==> src/rtl/tpu_isa_pkg.sv <==
// Shared TPU instruction-set definitions: opcodes, field positions, the packed
// instruction layout and the issuer FSM state type.
package tpu_isa_pkg;

   localparam logic [7:0]  OP_WMMA_FP16      = 8'h03;
   localparam logic [7:0]  OP_INT8_DP        = 8'h04;
   localparam logic [7:0]  OP_DMA            = 8'h10;
   localparam logic [7:0]  OP_SCATTER_GATHER = 8'h11;
   localparam logic [7:0]  OP_CONV2D         = 8'h20;
   localparam logic [7:0]  OP_ATTENTION      = 8'h21;
   localparam logic [7:0]  OP_FUSED_MMA_RELU = 8'h30;

   localparam logic [31:0] INSTR_NOP = 32'h0000_0000;

   localparam int OPC_MSB  = 31;
   localparam int OPC_LSB  = 24;
   localparam int REGA_MSB = 23;
   localparam int REGA_LSB = 16;
   localparam int REGB_MSB = 15;
   localparam int REGB_LSB = 12;
   localparam int REGC_MSB = 11;
   localparam int REGC_LSB = 8;
   localparam int IMM_MSB  = 7;
   localparam int IMM_LSB  = 0;

   // Response word is {opcode, result}
   localparam int RSP_W = 40;

   typedef struct packed {
      logic [7:0] opcode;
      logic [7:0] reg_a;
      logic [3:0] reg_b;
      logic [3:0] reg_c;
      logic [7:0] imm;
   } tpu_instr_t;

   typedef enum logic [1:0] {
      ST_IDLE  = 2'd0,
      ST_ISSUE = 2'd1,
      ST_STALL = 2'd2
   } issuer_state_t;

endpackage

==> src/rtl/tpu_sync_fifo.sv <==
// Single-clock FIFO, no fall-through. A push into a full FIFO is accepted when
// a pop happens in the same cycle.
module tpu_sync_fifo #(
   parameter int WIDTH = 32,
   parameter int DEPTH = 8
) (
   input  logic             clk,
   input  logic             rst,
   input  logic             i_push,
   input  logic [WIDTH-1:0] i_data,
   input  logic             i_pop,
   output logic [WIDTH-1:0] o_data,
   output logic             o_full,
   output logic             o_empty
);
   localparam int          AW       = (DEPTH > 1) ? $clog2(DEPTH) : 1;
   localparam logic [AW:0] FULL_CNT = (AW+1)'(DEPTH);
   localparam logic [AW:0] CNT_ONE  = (AW+1)'(1);
   localparam logic [AW-1:0] PTR_ONE = AW'(1);

   logic [WIDTH-1:0] r_mem [DEPTH];
   logic [AW-1:0]    r_wr_ptr;
   logic [AW-1:0]    r_rd_ptr;
   logic [AW:0]      r_count;

   logic w_pop;
   logic w_push;

   assign o_empty = (r_count == '0);
   assign o_full  = (r_count == FULL_CNT);
   assign w_pop   = i_pop && !o_empty;
   assign w_push  = i_push && (!o_full || w_pop);
   assign o_data  = r_mem[r_rd_ptr];

   always_ff @(posedge clk) begin
      if (w_push) begin
         r_mem[r_wr_ptr] <= i_data;
      end
   end

   always_ff @(posedge clk or negedge rst) begin
      if (!rst) begin
         r_wr_ptr <= '0;
         r_rd_ptr <= '0;
         r_count  <= '0;
      end else begin
         if (w_push) begin
            r_wr_ptr <= r_wr_ptr + PTR_ONE;
         end
         if (w_pop) begin
            r_rd_ptr <= r_rd_ptr + PTR_ONE;
         end
         case ({w_push, w_pop})
            2'b10:   r_count <= r_count + CNT_ONE;
            2'b01:   r_count <= r_count - CNT_ONE;
            default: r_count <= r_count;
         endcase
      end
   end

endmodule

==> src/rtl/tpu_instr_issuer.sv <==
// Host-side TPU instruction issuer: buffers command words, holds each on
// instruction_out for HOLD_CYCLES, samples result_in and queues {opcode, result}.
//
// state    | meaning
// ST_IDLE  | nothing issuing, instruction_out = NOP, waiting for a command
// ST_ISSUE | instruction held on the TPU, hold counter running down
// ST_STALL | result due but response FIFO full; re-sample until space appears
module tpu_instr_issuer
   import tpu_isa_pkg::*;
#(
   parameter int CMD_DEPTH   = 8,
   parameter int RSP_DEPTH   = 8,
   parameter int HOLD_CYCLES = 2
) (
   input  logic        clk,
   input  logic        rst,
   input  logic        cmd_valid,
   output logic        cmd_ready,
   input  logic [31:0] cmd_data,
   output logic [31:0] instruction_out,
   input  logic [31:0] result_in,
   output logic        rsp_valid,
   input  logic        rsp_ready,
   output logic [7:0]  rsp_opcode,
   output logic [31:0] rsp_data,
   output logic        busy,
   output logic [15:0] issued_count
);
   localparam int          HW          = (HOLD_CYCLES > 1) ? $clog2(HOLD_CYCLES) : 1;
   localparam logic [HW-1:0] HOLD_RELOAD = HW'(HOLD_CYCLES - 1);
   localparam logic [HW-1:0] HOLD_ONE    = HW'(1);

   issuer_state_t   r_state;
   tpu_instr_t      r_instr;
   logic [HW-1:0]   r_hold;
   logic [15:0]     r_issued;

   logic             w_cmd_full;
   logic             w_cmd_empty;
   logic             w_cmd_push;
   logic             w_cmd_pop;
   logic [31:0]      w_cmd_head;
   logic             w_rsp_full;
   logic             w_rsp_empty;
   logic             w_rsp_push;
   logic             w_rsp_pop;
   logic             w_rsp_space;
   logic             w_sample;
   logic [RSP_W-1:0] w_rsp_wdata;
   logic [RSP_W-1:0] w_rsp_head;

   // The result is due on the last hold cycle, or every cycle while stalled
   assign w_sample    = ((r_state == ST_ISSUE) && (r_hold == '0)) || (r_state == ST_STALL);
   assign w_rsp_pop   = !w_rsp_empty && rsp_ready;
   assign w_rsp_space = !w_rsp_full || w_rsp_pop;
   assign w_rsp_push  = w_sample && w_rsp_space;
   assign w_cmd_pop   = !w_cmd_empty && ((r_state == ST_IDLE) || w_rsp_push);
   assign w_cmd_push  = cmd_valid && cmd_ready;
   assign w_rsp_wdata = {instruction_out[OPC_MSB:OPC_LSB], result_in};

   // A full command FIFO still takes a word when the FSM pops in the same cycle
   assign cmd_ready       = !w_cmd_full || w_cmd_pop;
   assign rsp_valid       = !w_rsp_empty;
   assign rsp_opcode      = w_rsp_head[RSP_W-1:32];
   assign rsp_data        = w_rsp_head[31:0];
   assign busy            = (r_state != ST_IDLE) || !w_cmd_empty;
   assign instruction_out = r_instr;
   assign issued_count    = r_issued;

   tpu_sync_fifo #(
      .WIDTH (32),
      .DEPTH (CMD_DEPTH)
   ) u_cmd_fifo (
      .clk     (clk),
      .rst     (rst),
      .i_push  (w_cmd_push),
      .i_data  (cmd_data),
      .i_pop   (w_cmd_pop),
      .o_data  (w_cmd_head),
      .o_full  (w_cmd_full),
      .o_empty (w_cmd_empty)
   );

   tpu_sync_fifo #(
      .WIDTH (RSP_W),
      .DEPTH (RSP_DEPTH)
   ) u_rsp_fifo (
      .clk     (clk),
      .rst     (rst),
      .i_push  (w_rsp_push),
      .i_data  (w_rsp_wdata),
      .i_pop   (w_rsp_pop),
      .o_data  (w_rsp_head),
      .o_full  (w_rsp_full),
      .o_empty (w_rsp_empty)
   );

   always_ff @(posedge clk or negedge rst) begin
      if (!rst) begin
         r_state  <= ST_IDLE;
         r_instr  <= INSTR_NOP;
         r_hold   <= '0;
         r_issued <= '0;
      end else begin
         if (w_rsp_push) begin
            r_issued <= r_issued + 16'd1;
         end
         case (r_state)
            ST_IDLE: begin
               r_instr <= INSTR_NOP;
               if (!w_cmd_empty) begin
                  r_instr <= w_cmd_head;
                  r_hold  <= HOLD_RELOAD;
                  r_state <= ST_ISSUE;
               end
            end
            ST_ISSUE, ST_STALL: begin
               if ((r_state == ST_ISSUE) && (r_hold != '0)) begin
                  r_hold <= r_hold - HOLD_ONE;
               end else if (w_rsp_push) begin
                  // Chain straight into the next word so there is no NOP gap
                  if (!w_cmd_empty) begin
                     r_instr <= w_cmd_head;
                     r_hold  <= HOLD_RELOAD;
                     r_state <= ST_ISSUE;
                  end else begin
                     r_instr <= INSTR_NOP;
                     r_state <= ST_IDLE;
                  end
               end else begin
                  r_state <= ST_STALL;
               end
            end
            default: begin
               r_instr <= INSTR_NOP;
               r_state <= ST_IDLE;
            end
         endcase
      end
   end

endmodule
==> config.mk <==
export PLATFORM = sky130hd
export DESIGN_NAME = tpu_instr_issuer
export DESIGN_NICKNAME = d
export VERILOG_FILES = /design/src/rtl/tpu_isa_pkg.sv /design/src/rtl/tpu_sync_fifo.sv /design/src/rtl/tpu_instr_issuer.sv
export SDC_FILE = /design/constraint.sdc
export NUM_CORES = 1
export LEC_CHECK = 0
export ABC_CLOCK_PERIOD_IN_PS = 8300
export BUFFER_PORTS_ARGS = -buffer_cell sky130_fd_sc_hd__buf_2
export CAP_MARGIN = 20
export CORE_UTILIZATION = 55
export DETAILED_ROUTE_END_ITERATION = 8
export GPL_ROUTABILITY_DRIVEN = 0
export PLACE_DENSITY = 0.73
export SLEW_MARGIN = 25
export SYNTH_ARGS = -nofsm -noshare
export SYNTH_HDL_FRONTEND = slang
export SYNTH_SLANG_ARGS = --single-unit
==> constraint.sdc <==
create_clock -name clk -period 8.3 [get_ports clk]
set_input_delay 0.415 -clock clk [delete_from_list [all_inputs] [get_ports clk]]
set_output_delay 0.415 -clock clk [all_outputs]
set_load 0.01 [all_outputs]
Word-level counts from Yosys, hierarchy flattened
Memory sizes are Yosys's and may differ from the RTL's.
Cells that the tools add are included.
{"block": "op_classes", "reduce_logical": 32, "n_lt_le_gt_ge": 0, "mux": 19, "n_bitwise": 1, "n_shift": 0, "div": 0, "eq_ne": 12, "addsub": 10, "mul": 0}
{"op": "32-bit 2-to-1 mux", "count": 3}
{"op": "32-bit one-hot mux with 2 select lines", "count": 1}
{"op": "16-bit by 1-bit adder with 16-bit output, second input constant", "count": 1}
{"op": "4-bit one-hot mux with 2 select lines", "count": 2}
{"op": "3-bit by 1-bit adder with 3-bit output, second input constant", "count": 4}
{"op": "1-bit logical AND", "count": 10}
{"op": "4-bit by 1-bit adder with 4-bit output, second input constant", "count": 2}
{"op": "4-bit == test, second input constant", "count": 2}
{"op": "4-bit logical NOT", "count": 2}
{"op": "1-bit 2-to-1 mux", "count": 8}
{"op": "2-bit nonzero test", "count": 4}
{"op": "4-bit by 1-bit subtractor with 4-bit output, second input constant", "count": 2}
{"op": "1-bit logical OR", "count": 7}
{"op": "2-bit by 1-bit == test with 1-bit output, second input constant", "count": 3}
{"op": "2-bit == test, second input constant", "count": 3}
{"op": "2-bit 2-to-1 mux", "count": 3}
{"op": "2-bit AND reduction", "count": 3}
{"op": "1-bit logical NOT", "count": 4}
{"op": "2-bit != test, second input constant", "count": 2}
{"op": "2-bit one-hot mux with 2 select lines", "count": 1}
{"op": "3-bit by 2-bit != test with 1-bit output, second input constant", "count": 1}
{"op": "2-bit logical NOT", "count": 1}
{"op": "2-bit by 1-bit != test with 1-bit output, second input constant", "count": 1}
{"op": "1-bit one-hot mux with 2 select lines", "count": 1}
{"op": "other kinds (3)", "count": 3}
{"block": "word_totals", "romBits": 0, "mem_bits_rw": 576, "memories": 2, "latchBits": 0, "word_cells": 90, "inputBits": 68, "out_inout_bits": 91, "register_bits": 71}
{"name": "u_rsp_fifo.r_mem", "depth": 8, "width": 40, "rd": 1, "rd_clocked_by_memory_dff": 0, "write_ports": 1, "line_no": "tpu_sync_fifo.sv:21", "source": "logic [WIDTH-1:0] r_mem [DEPTH];"}
{"name": "u_cmd_fifo.r_mem", "depth": 8, "width": 32, "rd": 1, "rd_clocked_by_memory_dff": 0, "write_ports": 1, "line_no": "tpu_sync_fifo.sv:21"}

Longest topological paths before layout
{"block": "logic_depth", "word_depth": 12, "ltp_mapped": 12, "mapped_depth_nobuf": 12}

Hierarchy
A second synthesis with hierarchy kept.
{"block": "unflattened", "cells_unflattened": 1193, "hier_area_um2": 25759.7}
{"module": "tpu_sync_fifo at u_rsp_fifo", "cells_each": 529, "instances": 1, "seq_area_each_um2": 9859.5, "area_per_inst_um2": 12978.7}
{"module": "tpu_sync_fifo at u_cmd_fifo", "cells_each": 436, "instances": 1, "seq_area_each_um2": 7937.6, "area_per_inst_um2": 10383.7}
{"module": "tpu_instr_issuer", "cells_each": 228, "instances": 1, "seq_area_each_um2": 1276.2, "area_per_inst_um2": 2397.3}

Worst setup path before layout
No wires, ideal clock.
{"block": "synth_timing", "path_kind": "flip-flop to flip-flop", "startpoint": "register r_state[1]", "endpoint": "memory u_rsp_fifo.r_mem[2][0] (netlist name) (enable)", "slack_ns": 2.357, "setup_ns": 0.551, "required_ns": 7.749, "period_less_slack_ns": 5.943, "n_path_buf": 0, "stages_incl_launch_ff": 7, "arrival_time_ns": 5.391, "path_cell_list": "dfrtp_1 > inv_1 > ha_1 > and2b_2 > a2bb2oi_4 > inv_1 > nor4b_1"}
{"block": "synth_via", "elab_chain_len": 7, "word_cells_on_any_way": 8, "classes_between": "eq/ne: 2; mux: 2; reduce/logical: 4"}
{"item": "start: declaration", "line_no": "tpu_instr_issuer.sv:33", "source": "issuer_state_t r_state;"}
{"item": "start signal: assignment", "line_no": "tpu_instr_issuer.sv:100", "source": "r_state <= ST_IDLE;"}
{"item": "start signal: assignment", "line_no": "tpu_instr_issuer.sv:114", "source": "r_state <= ST_ISSUE;"}
{"item": "start signal: assignment", "line_no": "tpu_instr_issuer.sv:125", "source": "r_state <= ST_ISSUE;"}
{"item": "2-bit by 1-bit == test with 1-bit output", "line_no": "tpu_instr_issuer.sv:53", "source": "assign w_sample = ((r_state == ST_ISSUE) && (r_hold == '0)) || (r_state == ST_STALL);"}
{"item": "1-bit logical AND", "line_no": "tpu_instr_issuer.sv:53"}
{"item": "1-bit logical OR *", "line_no": "tpu_instr_issuer.sv:53"}
{"item": "1-bit logical AND *", "line_no": "tpu_instr_issuer.sv:56", "source": "assign w_rsp_push = w_sample && w_rsp_space;"}
{"item": "1-bit logical AND *", "line_no": "tpu_sync_fifo.sv:32", "source": "assign w_push = i_push && (!o_full || w_pop);"}
{"item": "1-bit 2-to-1 mux *", "line_no": "tpu_sync_fifo.sv:36", "source": "if (w_push) begin"}
{"item": "1-bit 2-to-1 mux (not written as such) *", "line_no": "tpu_sync_fifo.sv:37", "source": "r_mem[r_wr_ptr] <= i_data;"}
{"item": "end: declaration", "line_no": "tpu_sync_fifo.sv:21"}
Every way passes the cells marked *; elsewhere a longest branch is shown, timed or not.

Worst setup path after layout
{"block": "layout_timing", "startpoint": "register u_rsp_fifo.r_rd_ptr[0]", "endpoint": "output rsp_data[25]"}
{"block": "layout_via", "elab_chain_len": 1}
{"item": "start: declaration", "line_no": "tpu_sync_fifo.sv:23", "source": "logic [AW-1:0] r_rd_ptr;"}
{"item": "start signal: assignment", "line_no": "tpu_sync_fifo.sv:51", "source": "r_rd_ptr <= r_rd_ptr + PTR_ONE;"}
{"item": "memory read 8 x 40 bit"}
{"item": "end: declaration", "line_no": "tpu_instr_issuer.sv:25", "source": "output logic [31:0] rsp_data,"}
Every way passes these cells.

==> results.md <==
* Max rail drop VDD at 264 uV
* Num rows at 77
* RSZ-0062 raised after global routing: no
* Worst-path clk slew at 0.06 ns
* Class of the most critical setup path: reg -> out
* Io pins at 159
* Initial DRT Pass Iterations at 5
* Starting Density at 0.560
* Worst slew pin tran at 0.861 ns
* Max transition margin at 0.426
* Wire per inst at 24.4 um
* Share of layout cells above drive strength 1 at 0.364
* Die area at 46100 sq um
* Mapped Cells at 1117
* Final hold viol count at 0
* Busiest layer in global routing: met2
* # Max-Cap Violations at 0
* Nature of the critical path startpoint: flop
* Max Slew Vio Count at 0
* Commonest non-fill, non-tap cells in the layout: 576 x edfxtp_1, 157 x buf_2, 144 x mux4_2
* TritonCTS clock tree: yes
* Clk sinks at 647
* Ys Warns at 0
* Sw Ratio at 0.298
* Setup violators final at 0
* NumNets Final at 1399
* DP HPWL at 25.4 mm
* Status: finished, final reports clean
* Comb pwr share at 0.286
* Final period util at 0.466
* Grt ovf at 0
* First DRT Iteration DRCs at 785
* Met2 GRT Util at 0.366
* Area growth syn-to-layout at 15.6%
* Core Area at 44400 sq um
* M3 GR Usage at 0.0528
* Number of fill cells in the layout at 2899
* Max Fclk at 0.259 GHz
* Leading cell type in the layout, fill and taps excluded: edfxtp_1
* Crit path DAT at 3.45 ns
* PwrDens at 368 nW/um^2
* CTS Buffer Depth at 3
* Worst Hold Slack at 0.101 ns
* CP Capture Type: output pin
* Netlist Area Pre-Place at 24900 sq um
* Switch Pwr at 3.15 mW
* TritonCTS Buffers at 67
* First-pass GRT wire length at 73.6 mm
* Seq cells post-synth at 647
* Post-synthesis average cell area at 22.3 sq um
* Int Power at 7.42 mW
* Clk pwr share at 0.285
* Net Count, Synth at 1202
* Main flop type after synthesis: edfxtp_1
* WL final at 47.9 mm
* Worst Hold Class: in -> reg
* DR vias/cell at 5.88
* Port Buffers at 158
* Gr usage total at 0.215
* Post-synth ARST share at 0.110
* Initial antenna violation count at 6
* Post-synth cell types at 49
* Setup_tns at 0 ns
* Post-CTS setup buffers at 0
* WP data required at 7.89 ns
* Die H at 215 um
* Number of synthesized flops with an enable pin at 576
* Routed Antenna Nets at 0
* GR Util met1 at 0.276
* Largest net degree at the start of global routing at 53
* Worst Skew at 0.0152 ns
* Clk_lat worst skew at 0.58 ns
* Die X at 215 um
* Sequential-to-total area share from yosys stat at 0.767
* CTS root buffer: clkbuf_16
* Final min period at 3.87 ns
* Vias in the first global route at 12300
* Via Count at 11500
* Leak at 9.86 nW
* H-tree depth at 3
* # DRC at 0
* Crit-path max FO at 44
* Register share of total power at 0.429
## sequential cells by signal (all words and copies together), names as in the netlist
name	count
u_rsp_fifo.r_mem	320
u_cmd_fifo.r_mem	256
instruction_out	32
issued_count	16
u_cmd_fifo.r_count	4
u_rsp_fifo.r_count	4
u_cmd_fifo.r_rd_ptr	3
u_cmd_fifo.r_wr_ptr	3
u_rsp_fifo.r_rd_ptr	3
u_rsp_fifo.r_wr_ptr	3
r_state	2
r_hold	1
## final cells by class
cell class	count	area, sq um	share of cell area
clock buffers	85	1850	0.0643
well taps	592	741	0.0258
clock inverters	37	388	0.0135
inverters	14	52.6	0.00183
repair buffers	185	1020	0.0356
flip-flops and latches	647	19100	0.664
diodes	1	2.50	0.0000871
multi-input cells	399	5600	0.195
## through the flow
| stage | power, mW | area (sq um) | std cells | setup slack (ns) | util |
|---|---|---|---|---|---|
| 5_1_grt | 11.1 | 28700 | 1959 | 4.14 | 0.647 |
| 4_1_cts | 10.7 | 28700 | 1959 | 4.29 | 0.647 |
| 2_1_floorplan | 6.66 | 24900 | 1117 | 2.36 | - |
| 3_5_place_dp | 7.68 | 26500 | 1836 | 4.92 | 0.596 |
| 6_report | 10.6 | 28700 | 1960 | 4.43 | 0.647 |
| 3_3_place_gp | 7.59 | 26500 | 1835 | 4.96 | 0.596 |
## kinds of logic (layout without fill, tap and decap cells)
family | count (synthesis) | in the layout | synth area share
and+or+nand+nor | 73 | 73 | 0.0167
DFF | 647 | 647 | 0.767
xor gates and xnor gates | 29 | 29 | 0.0102
buffers and inverters | 71 | 321 | 0.0128
AOI/OAI and AO/OA | 54 | 54 | 0.0182
adders and majority gates | 17 | 17 | 0.00916
muxes | 226 | 226 | 0.166
other | 0 | 1 | 0
## critical path, cell delays in order, from the launching register on
cell	delay, ns
dfrtp_4	0.95
buf_4	0.78
mux4_2	0.60
mux2_2	0.30
buf_2	0.15
## final timing paths
check | startpoint | endpoint | slack (ns) | cells after the start
worst max-delay path | u_rsp_fifo.r_rd_ptr[0] | rsp_data[25] | 4.43 | 4
worst min-delay path | result_in[23] | u_rsp_fifo.r_mem[7][23] | 0.10 | 1
worst max register to register | r_state[1] | u_cmd_fifo.r_mem[1][10] | 5.10 | 8
worst min register to register | issued_count[15] | issued_count[15] | 0.46 | 1
max in group asynchronous | rst | u_rsp_fifo.r_rd_ptr[1] | 6.91 | 3
min in group asynchronous | rst | instruction_out[22] | 0.32 | 2
## Yosys cell counts, types with 2 or more instances
cell type	instances	area share
mux2i_1	36	0.014
nand2_1	14	0.0021
xor2_1	13	0.0046
o21ai_1	2	0.00040
nor3_1	11	0.0022
buf_4	5	0.0015
clkbuf_1	19	0.0029
inv_1	14	0.0021
buf_1	12	0.0018
a21o_1	2	0.00060
edfxtp_1	576	0.70
o211ai_1	2	0.00060
buf_2	20	0.0040
nor3b_1	3	0.00091
nor4b_1	5	0.0018
and4_1	2	0.00070
xnor2_1	16	0.0056
a21oi_1	4	0.00081
fa_1	2	0.0016
dfrtp_1	71	0.071
nand3b_1	3	0.00091
nor4_1	6	0.0015
ha_1	15	0.0075
nor2_1	12	0.0018
o2bb2ai_1	33	0.012
nor2b_1	2	0.00050
mux4_2	144	0.13
mux2_2	44	0.020
nand3_1	5	0.0010
o21ai_0	3	0.00060
nand4_1	3	0.00075
## per-layer routing
metal	part of all wire	routed length (um)
met5	0.0015	73
met4	0.021	993
met3	0.054	2590
met2	0.51	24700
met1	0.41	19600
## what timing repair did
action                                 in CTS  in global routing
hold buffers                                1                  0
endpoints found under the hold margin      24                  0
gates resized for setup                     0                  0
## power groups by stage
stage                     sequential, mW  combinational (mW)  clock, mW
final                               4.53                3.03       3.02
after floorplan                     4.43                2.23          0
after global routing                4.60                3.28       3.19
after detailed placement            4.61                3.07          0
after global placement              4.61                2.97          0
after CTS                           4.55                3.10       3.07
Power figures use the tool's default switching activity.
